`src/rtl/mux4_pkg.sv`:
```
// Shared constants and types for the 4:1 mux round-robin select controller.
package mux4_pkg;

  localparam int unsigned NUM_CH = 4;
  localparam int unsigned SEL_W  = 2;

  typedef enum logic [0:0] {
    IDLE,
    GRANT
  } state_t;

endpackage

```
`src/rtl/rr_pick4.sv`:
```
// Combinational round-robin picker: first set request at or after ptr, wrapping mod 4.
module rr_pick4
  import mux4_pkg::*;
(
  input  logic [NUM_CH-1:0] req,
  input  logic [SEL_W-1:0]  ptr,
  output logic [SEL_W-1:0]  pick,
  output logic              found
);

  logic [SEL_W-1:0] idx;

  // Scan ascending from ptr; the first hit wins.
  always_comb begin
    pick  = '0;
    found = 1'b0;
    idx   = '0;
    for (int i = 0; i < int'(NUM_CH); i++) begin
      idx = ptr + SEL_W'(i);
      if (!found && req[idx]) begin
        pick  = idx;
        found = 1'b1;
      end
    end
  end

endmodule

```
`src/rtl/mux4_rr_sel_ctrl.sv`:
```
// Round-robin select controller for a 4:1 mux with bounded hold time and
// a registered, channel-tagged capture of the mux output.
module mux4_rr_sel_ctrl
  import mux4_pkg::*;
#(
  parameter int unsigned MAX_HOLD = 4,
  parameter int unsigned CW       = 8
) (
  input  logic              clk,
  input  logic              rst_n,
  input  logic [NUM_CH-1:0] req,
  input  logic              z,
  output logic [SEL_W-1:0]  sel,
  output logic [NUM_CH-1:0] gnt,
  output logic              gnt_vld,
  output logic              z_q,
  output logic [SEL_W-1:0]  z_ch,
  output logic              z_vld
);

  state_t           state;
  logic [SEL_W-1:0] ptr;
  logic [CW-1:0]    cnt;

  logic             active;
  logic             hold_done;
  logic             rel;
  logic [SEL_W-1:0] scan_ptr;
  logic [SEL_W-1:0] pick;
  logic             found;

  // Release decision; on release the picker scans from just past the current
  // channel so it drops to lowest priority within the same cycle.
  always_comb begin
    active    = req[sel];
    hold_done = (cnt == CW'(MAX_HOLD));
    rel       = (state == GRANT) && (!active || hold_done);
    scan_ptr  = (state == GRANT) ? sel + SEL_W'(1) : ptr;
  end

  rr_pick4 u_pick (
    .req   (req),
    .ptr   (scan_ptr),
    .pick  (pick),
    .found (found)
  );

  // Arbitration FSM with registered select/grant outputs and hold counter.
  always_ff @(posedge clk or negedge rst_n) begin
    if (!rst_n) begin
      state   <= IDLE;
      ptr     <= '0;
      cnt     <= '0;
      sel     <= '0;
      gnt     <= '0;
      gnt_vld <= 1'b0;
    end else begin
      unique case (state)
        IDLE: begin
          if (found) begin
            state   <= GRANT;
            sel     <= pick;
            gnt     <= NUM_CH'(1) << pick;
            gnt_vld <= 1'b1;
            cnt     <= CW'(1);
          end
        end
        GRANT: begin
          if (!rel) begin
            cnt <= cnt + CW'(1);
          end else begin
            ptr <= sel + SEL_W'(1);
            if (found) begin
              sel <= pick;
              gnt <= NUM_CH'(1) << pick;
              cnt <= CW'(1);
            end else begin
              state   <= IDLE;
              gnt     <= '0;
              gnt_vld <= 1'b0;
              cnt     <= '0;
            end
          end
        end
        default: state <= IDLE;
      endcase
    end
  end

  // Capture the mux output one cycle late, only for cycles the granted channel still requests.
  always_ff @(posedge clk or negedge rst_n) begin
    if (!rst_n) begin
      z_vld <= 1'b0;
      z_q   <= 1'b0;
      z_ch  <= '0;
    end else begin
      z_vld <= gnt_vld & active;
      if (gnt_vld & active) begin
        z_q  <= z;
        z_ch <= sel;
      end
    end
  end

endmodule

```
`config.mk`:
```
export PLATFORM = sky130hd
export DESIGN_NAME = mux4_rr_sel_ctrl
export DESIGN_NICKNAME = d
export VERILOG_FILES = /design/src/rtl/mux4_pkg.sv /design/src/rtl/rr_pick4.sv /design/src/rtl/mux4_rr_sel_ctrl.sv
export SDC_FILE = /design/constraint.sdc
export NUM_CORES = 1
export LEC_CHECK = 0
export BUFFER_PORTS_ARGS = -buffer_cell sky130_fd_sc_hd__clkbuf_2
export CORE_MARGIN = 4
export CORE_UTILIZATION = 40
export DETAILED_ROUTE_END_ITERATION = 6
export PLACE_DENSITY = 0.61
export SYNTH_ARGS = -nofsm -noshare
export SYNTH_HDL_FRONTEND = slang
export SYNTH_HIERARCHICAL = 1
export SYNTH_SLANG_ARGS = --single-unit
```
`constraint.sdc`:
```
create_clock -name clk -period 2.3 [get_ports clk]
set_clock_uncertainty 0.15 [all_clocks]
set_input_delay 0.115 -clock clk [delete_from_list [all_inputs] [get_ports clk]]
set_output_delay 0.115 -clock clk [all_outputs]
set_load 0.03 [all_outputs]
```
Word level (Yosys, flattened, before mapping):

Index checks and enable logic that the tools add are counted.

* register bits: 22
* bits of input ports: 7
* output and inout bits: 11
* word-level logic and storage cells: 75

* $add $sub $neg: 5
* $lt $le $gt $ge: 5
* equality and inequality tests: 4
* shift operators: 1
* muxes and demuxes: 37
* bitwise gates (word level): 2
* reductions and logical operators: 12

Operator list (number)
* two-way mux 8 bit: 2
* one-hot mux 8 bit (2 select lines): 1
* < comparator 2 x 3 -> 1 bit (second input constant): 5
* two-way mux 1 bit: 15
* two-way mux 2 bit: 7
* two-way mux 4 bit: 3
* binary-select mux 1 bit (select 2 bit): 5
* adder 8 x 1 -> 8 bit (second input constant): 1
* equality test 8 x 3 -> 1 bit (second input constant): 1
* one-hot mux 4 bit (2 select lines): 1
* adder 2 x 1 -> 2 bit (second input constant): 2
* adder 2 bit (second input constant): 2
* logical AND 1 bit: 4
* zero test 1 bit: 4
* != test 2 bit (second input constant): 2
* one-hot mux 1 bit (2 select lines): 2
* one-hot mux 2 bit (2 select lines): 1
* AND reduction 2 bit: 2
* left shift 1 x 2 -> 4 bit (first input constant): 1
* AND reduction 3 bit: 1
* != test 2 x 1 -> 1 bit (second input constant): 1
* AND 1 bit: 1
* logical OR 1 bit: 1
* NOT 1 bit: 1

Longest topological paths before layout:

Gate-level depths: netlist (run 1).

* word-level depth: 18
* gate-level depth with buffers: 9
* depth with buffers taken out: 7

Cells and area by module:

The synthesis (run 1) kept the hierarchy.

By module, submodules not included
* mux4_rr_sel_ctrl: times used 1, cells each 101, area an instance 1087.3 um2, sequential area each 550.5 um2
* rr_pick4: times used 1, cells each 15, area an instance 77.6 um2, sequential area each 0.0 um2

Least setup slack after synthesis (run 1):

Ideal clock, no wire load.

* path kind: register to register
* start point: reg state
* end point: reg gnt[1]
* arrival: 1888 ps
* required time: 2083 ps
* setup slack: 195 ps
* stages on the path, launching flop included: 9
* period minus slack after synthesis: 2105 ps
* path through: dfrtp_1 clkbuf_1 inv_1 mux2i_1 inv_2 a221o_1 a21oi_1 a21boi_0 a32o_1

* cells in the longest elaborated chain, start to end: 17
* elaborated cells on any way between the ends: 36

Ends and longest elaborated chain
* start, declared: line mux4_rr_sel_ctrl.sv:21 `state_t state;`
* start signal, assigned: line mux4_rr_sel_ctrl.sv:51 `state <= IDLE;`
* start signal, assigned: line mux4_rr_sel_ctrl.sv:61 `state <= GRANT;`
* start signal, assigned: line mux4_rr_sel_ctrl.sv:78 `state <= IDLE;`
* two-way mux 2 bit (*): line mux4_rr_sel_ctrl.sv:38 `scan_ptr = (state == GRANT) ? sel + SEL_W'(1) : ptr;`
* net scan_ptr[0]: line mux4_rr_sel_ctrl.sv:28 `logic [SEL_W-1:0] scan_ptr;`
* parallel branches: the longest is 11 deep, another holds adder 2 x 1 -> 2 bit
* two-way mux 2 bit (*): line rr_pick4.sv:20 `if (!found && req[idx]) begin`
* net pick[0]: line mux4_rr_sel_ctrl.sv:29 `logic [SEL_W-1:0] pick;`
* left shift 1 x 2 -> 4 bit (*): line mux4_rr_sel_ctrl.sv:63, mux4_rr_sel_ctrl.sv:75
* two-way mux 4 bit: line mux4_rr_sel_ctrl.sv:73 `if (found) begin`
* two-way mux 4 bit: line mux4_rr_sel_ctrl.sv:69 `if (!rel) begin`
* one-hot mux 4 bit (2 select lines) (*): line mux4_rr_sel_ctrl.sv:58 `unique case (state)`
* end signal, assigned: line mux4_rr_sel_ctrl.sv:63 `gnt <= NUM_CH'(1) << pick;`
* end signal, assigned: line mux4_rr_sel_ctrl.sv:75 `gnt <= NUM_CH'(1) << pick;`
* end, declared: line mux4_rr_sel_ctrl.sv:14 `output logic [NUM_CH-1:0] gnt,`

Mark *: on every way through the listed nets, which the timed path passes. The select of a mux whose other input is x is not followed.
A chain may end at the register's enable or synchronous reset.

Final worst setup path (run 1):

Same ends and word-level chain as after synthesis.

==> flow_metrics.py, run 1 <==
metrics = {
    "cts": {
        "clkTransAtPathRegs_ns": 0.11,
        "clock_sinks": 22,
        "cts_tree": "yes",
        "root_buffer": "clkbuf_4",
        "cts_made_buffers": 3,
        "cts_buffer_depth": 2,
        "clk_latency_ns": 0.30,
        "htree_levels": 1,
    },
    "global_route": {
        "grt_pass1_vias": 882,
        "met2_usage": 0.219,
        "antenna_found_initial": 0,
        "grt_max_degree": 23,
        "grt_use_met3": 0.0248,
        "overflow": 0,
        "grtUsageTotal": 0.145,
        "busiest_layer": "met2",
        "gr-usage-met1": 0.202,
        "grt_pass1_wl_um": 4040,
    },
    "worst_hold_path": {
        "holdCritPathClass": "in -> reg",
        "hold_depth": 5,
        "hp-start": "req[2]",
        "min_to": "state",
    },
    "timing": {
        "rsz0062_at_grt": "no",
        "final_max_slew_viol_count": 0,
        "setup_violations": 0,
        "fin_setup_tns_ns": 0,
        "min_period_over_period": 0.942,
        "fin_crit_ns": 2.17,
        "final.setup.worst_slack_ns": 0.134,
        "slew-limit-headroom": 0.634,
        "max_freq_mhz": 462,
        "fin_hold_ws_ns": 0.156,
        "tightest_slew_ns": 0.549,
        "finalHoldViolCount": 0,
    },
    "synthesis": {
        "synthDominantCellAreaShare": 0.473,
        "synth_enable_flop_cells": 0,
        "ys_seq_elements": 22,
        "synthTopCellsByArea": "dfrtp_1, a21oi_1, nand2_1",
        "ys_seq_area_frac": 0.473,
        "async_reset_ff_frac": 1.00,
        "avgSynthCellArea_um2": 10.0,
        "yosysMostFrequentCell": "dfrtp_1",
        "synth_fp_nets": 126,
        "ys.flop_type": "dfrtp_1",
        "ys_types": 35,
        "synthTopCellsByCount": "dfrtp_1, nand2_1, inv_1",
        "yosys_warnings": 6,
        "synthDominantAreaCellType": "dfrtp_1",
        "synth_area_um2": 1160,
        "syn-instance-count": 116,
    },
    "critical_path": {
        "critPathMaxStageDelay_ns": 0.39,
        "cp-start-kind": "flip-flop",
        "worst_setup_path_end_kind": "flip-flop",
        "r2r_cells": 7,
        "cp_slowest_cell": "dfrtp_1",
        "arrival_ns": 2.26,
        "critical_path_class": "reg -> reg",
        "cp.required_ns": 2.39,
        "regToRegSetupSlack_ns": 0.13,
        "r2r_end": "gnt[1]",
        "crit_chain": "inv_1 -> mux2i_2 -> inv_2 -> a221o_1 -> a21oi_1 -> a21boi_1 -> a32o_1",
        "worstPathMaxFanout": 5,
        "timing.rr.start": "state",
    },
    "place": {
        "numPortBuffers": 17,
        "pre_cts_ws_ns": 0.0941,
        "dp_hpwl_um": 1780,
        "dp.cells": 164,
        "place.gp.congestion": 0.803,
    },
    "cells_and_area": {
        "antenna_cells": 0,
        "layout.cells.non_filler": 169,
        "layout.nets": 150,
        "seq_area_um2": 551,
        "drive_gt1_frac": 0.246,
        "area_delta_synth_final_pct": 15.6,
        "multi_input_area_um2": 558,
        "n_fill_cell": 265,
    },
    "power_and_ir_drop": {
        "peakVddDrop_mv": 0.765,
        "pwr_density_cell_nw_per_um2": 1220,
        "p_leak_nw": 0.661,
    },
    "floorplan": {
        "core_um2": 2780,
        "dieWidth_um": 62.0,
        "die_y_um": 62.0,
        "initial_core_util": 0.419,
        "die-area_um2": 3840,
        "num_rows": 19,
        "ios": 18,
    },
    "drt": {
        "ant_nets": 0,
        "drc": 0,
        "post_drt_via_cell_ratio": 5.30,
        "vias": 895,
        "dr.pass1.iters": 4,
        "wl_per_cell_um": 14.0,
        "drt-total-wl_um": 2370,
        "drt-initial-drc-count": 17,
    },
    "status": {
        "status": "finished clean",
    },
    "job": {
        "maxCapViolCount": 0,
    },
}
-- registers in the layout, summed over array words and instances (netlist names) --
register,flops
cnt,8
gnt,4
ptr,2
sel,2
z_ch,2
gnt_vld,1
state,1
z_q,1
z_vld,1
-- worst max-delay path by stage --
stage / slack, ns / depth (start not counted) / endpoint / start
after floorplan: 0.19 / 8 / gnt[1] / state
after global routing: 0.02 / 7 / gnt[1] / state
after global placement: 0.11 / 7 / gnt[1] / state
after detailed placement: 0.09 / 7 / gnt[1] / state
final: 0.13 / 7 / gnt[1] / state
after CTS: 0.07 / 7 / gnt[1] / state
-- critical path: cells and delay by family (launching register included) --
kind,cells,cell delay (ns)
DFF,1,0.39
buffers and inverters,2,0.25
AOI/OAI and AO/OA,4,1.01
muxes,1,0.32
-- report_power, final --
part	switching, mW	internal, mW	total [mW]	leakage [nW]
registers	0.0986	0.508	0.607	0.280
logic	0.506	0.358	0.864	0.367
clock network	0.111	0.0610	0.172	0.0138
total	0.715	0.927	1.64	0.661
-- kinds of logic after synthesis --
| family | after synthesis | synth area share |
|---|---|---|
| AOI/OAI and AO/OA | 28 | 0.171 |
| muxes | 9 | 0.0934 |
| adders and majority gates | 3 | 0.0322 |
| and+or+nand+nor | 36 | 0.157 |
| xor gates and xnor gates | 3 | 0.0226 |
| buffers and inverters | 15 | 0.0516 |
| DFF | 22 | 0.473 |
-- stage by stage --
step	instance area (µm²)	util	total power [mW]
2_1_floorplan	1160	-	1.24
3_3_place_gp	1300	0.467	1.45
3_5_place_dp	1300	0.467	1.48
4_1_cts	1340	0.483	1.65
5_1_grt	1350	0.484	1.78
6_report	1350	0.484	1.64
-- what timing repair did --
| action | in CTS | in global routing |
|---|---|---|
| gates resized for setup | 0 | 2 |
| hold buffers | 2 | 0 |
| endpoints found under the setup margin | 0 | 2 |
| buffers inserted | 0 | 0 |
| endpoints found under the hold margin | 23 | 0 |
-- per-layer routing --
layer	vias up	part of all wire
li1	452	-
met2	10	0.48
met3	2	0.022
met1	431	0.48
met4	0	0.013
met5	-	0
-- final cells by class --
class                   instances  share of cell area
multi-input cells              79               0.414
flip-flops and latches         22               0.409
repair buffers                 23               0.100
inverters                      11              0.0307
well taps                      31              0.0288
clock buffers                   3              0.0167
-- placed cells by master (no fill, tap or decap), drive strengths merged, types with 2 or more instances in the layout --
master        n
a21o          2
a21oi         9
a32o          4
buf           4
clkbuf       20
dfrtp        22
dlygate4sd3   2
ha            3
inv          11
mux2          5
mux2i         3
nand2        12
nand2b        3
nand3         3
nor2          7
nor2b         2
nor3          3
nor4          2
o21ai         5
xnor2         3
Note: power is estimated with default switching activity, not from simulation.
==> run 2: changes to the inputs <==
Settings changed: RECOVER_POWER from default to 25.
==> run 2 against run 1 <==
Power about the same. Critical path depth is the same. Final cell count unchanged. Wire length about the same. Sequential share of layout area barely moved. Utilization about the same. Worst hold slack unchanged. Via count up 0.11%. Maximum frequency stayed put. Highest routed layer unchanged.
==> flow_metrics.py, run 2 (same netlist as run 1, synthesis figures left out) <==
metrics = {
    "status": {
        "status": "finished clean",
    },
    "timing": {
        "finalHoldViolCount": 0,
        "rsz0062_at_grt": "no",
        "min_period_over_period": 0.942,
        "fin_crit_ns": 2.17,
        "setup_violations": 0,
        "fin_setup_tns_ns": 0,
        "max_freq_mhz": 462,
        "slew-limit-headroom": 0.210,
        "final_max_slew_viol_count": 0,
        "tightest_slew_ns": 1.18,
    },
    "power_and_ir_drop": {
        "pwr_density_cell_nw_per_um2": 1220,
        "peakVddDrop_mv": 0.765,
        "p_leak_nw": 0.658,
    },
    "cells_and_area": {
        "area_delta_synth_final_pct": 15.5,
        "top_register": "cnt",
        "drive_gt1_frac": 0.239,
        "fin_area_um2": 1350,
        "n_fill_cell": 265,
        "antenna_cells": 0,
        "final_common_cell": "dfrtp_1",
        "largestRegisters": "cnt: 8 flops, gnt: 4 flops",
        "seq_area_um2": 551,
        "multi_input_area_um2": 558,
        "final_cell_mix": "dfrtp_1, clkbuf_2, nand2_1",
        "largest_reg_flops": 8,
        "layout.nets": 150,
    },
    "floorplan": {
        "core_um2": 2780,
        "num_rows": 19,
        "ios": 18,
        "initial_core_util": 0.419,
        "dieWidth_um": 62.0,
        "die_y_um": 62.0,
        "die-area_um2": 3840,
    },
    "drt": {
        "dr.pass1.iters": 4,
        "vias": 896,
        "drt-initial-drc-count": 17,
        "ant_nets": 0,
        "wl_per_cell_um": 14.0,
        "post_drt_via_cell_ratio": 5.30,
        "drc": 0,
        "drt-total-wl_um": 2370,
    },
    "cts": {
        "clk_latency_ns": 0.30,
        "root_buffer": "clkbuf_4",
        "clkTransAtPathRegs_ns": 0.11,
        "htree_levels": 1,
        "cts_tree": "yes",
        "cts_made_buffers": 3,
        "post-cts-setup-buffers": 0,
        "cts_buffer_depth": 2,
        "clock_sinks": 22,
    },
    "critical_path": {
        "worst_setup_path_end_kind": "flip-flop",
        "critical_path_class": "reg -> reg",
        "arrival_ns": 2.26,
        "cp-start-kind": "flip-flop",
        "cp.required_ns": 2.39,
        "worstPathMaxFanout": 5,
    },
    "global_route": {
        "grt_pass1_vias": 882,
        "grt_max_degree": 23,
        "antenna_found_initial": 0,
        "grt_pass1_wl_um": 4040,
        "grtUsageTotal": 0.145,
        "overflow": 0,
    },
    "worst_hold_path": {
        "holdCritPathClass": "in -> reg",
    },
    "place": {
        "numPortBuffers": 17,
        "dp_hpwl_um": 1780,
        "place.gp.congestion": 0.803,
        "post_dp_cell_area_um2": 1300,
    },
    "job": {
        "maxCapViolCount": 0,
    },
}
[run 2: power by group]
part / internal (mW) / switching (mW)
combinational: 0.358 / 0.506
sequential: 0.508 / 0.0986
clock: 0.0610 / 0.111
total: 0.927 / 0.715
[run 2: repair_timing]
| item | CTS | global route |
|---|---|---|
| gates resized for setup | 0 | 2 |
| hold buffers | 2 | 0 |
| hold endpoints to repair | 23 | 0 |
| setup endpoints to repair | 0 | 2 |
[run 2: path summary, 6_finish.rpt]
kind                            startpoint      end  slack (ns)  cells past startpoint
worst max register to register       state   gnt[1]        0.13                      7
worst min-delay path                req[2]    state        0.16                      5
min in group asynchronous            rst_n  z_ch[0]        0.42                      2
max in group asynchronous            rst_n   gnt[2]        0.89                      2
worst min register to register      gnt[1]   gnt[1]        0.36                      1
worst max-delay path                 state   gnt[1]        0.13                      7
[run 2: layout make-up]
class                           count  share of cell area
Multi-Input combinational cell     79               0.415
Sequential cell                    22               0.409
Timing Repair Buffer               23              0.0995
Inverter                           11              0.0307
Tap cell                           31              0.0288
Clock buffer                        3              0.0167
[run 2: routing by layer]
metal	vias to the layer above	share of wire	global-route usage
met5	-	0	0
met4	0	0.013	0.0697
met3	2	0.022	0.0248
met2	10	0.48	0.219
met1	432	0.48	0.202
li1	452	-	-
[run 2: critical path: stages (launching register included)]
cell,delay (ns)
dfrtp_1,0.39
inv_1,0.19
mux2i_2,0.32
inv_2,0.06
a221o_1,0.32
a21oi_1,0.25
a21boi_1,0.25
a32o_1,0.19
[run 2: per-stage QoR]
step	total power, mW	setup WS (ns)	util	std cells	hold WS, ns
4_1_cts	1.65	0.0670	0.483	169	0.135
3_5_place_dp	1.48	0.0941	0.467	164	-0.0117
3_3_place_gp	1.45	0.112	0.467	164	-0.0126
5_1_grt	1.78	0.0194	0.484	169	0.155
2_1_floorplan	1.24	0.195	-	116	-0.331
6_report	1.64	0.134	0.484	169	0.156
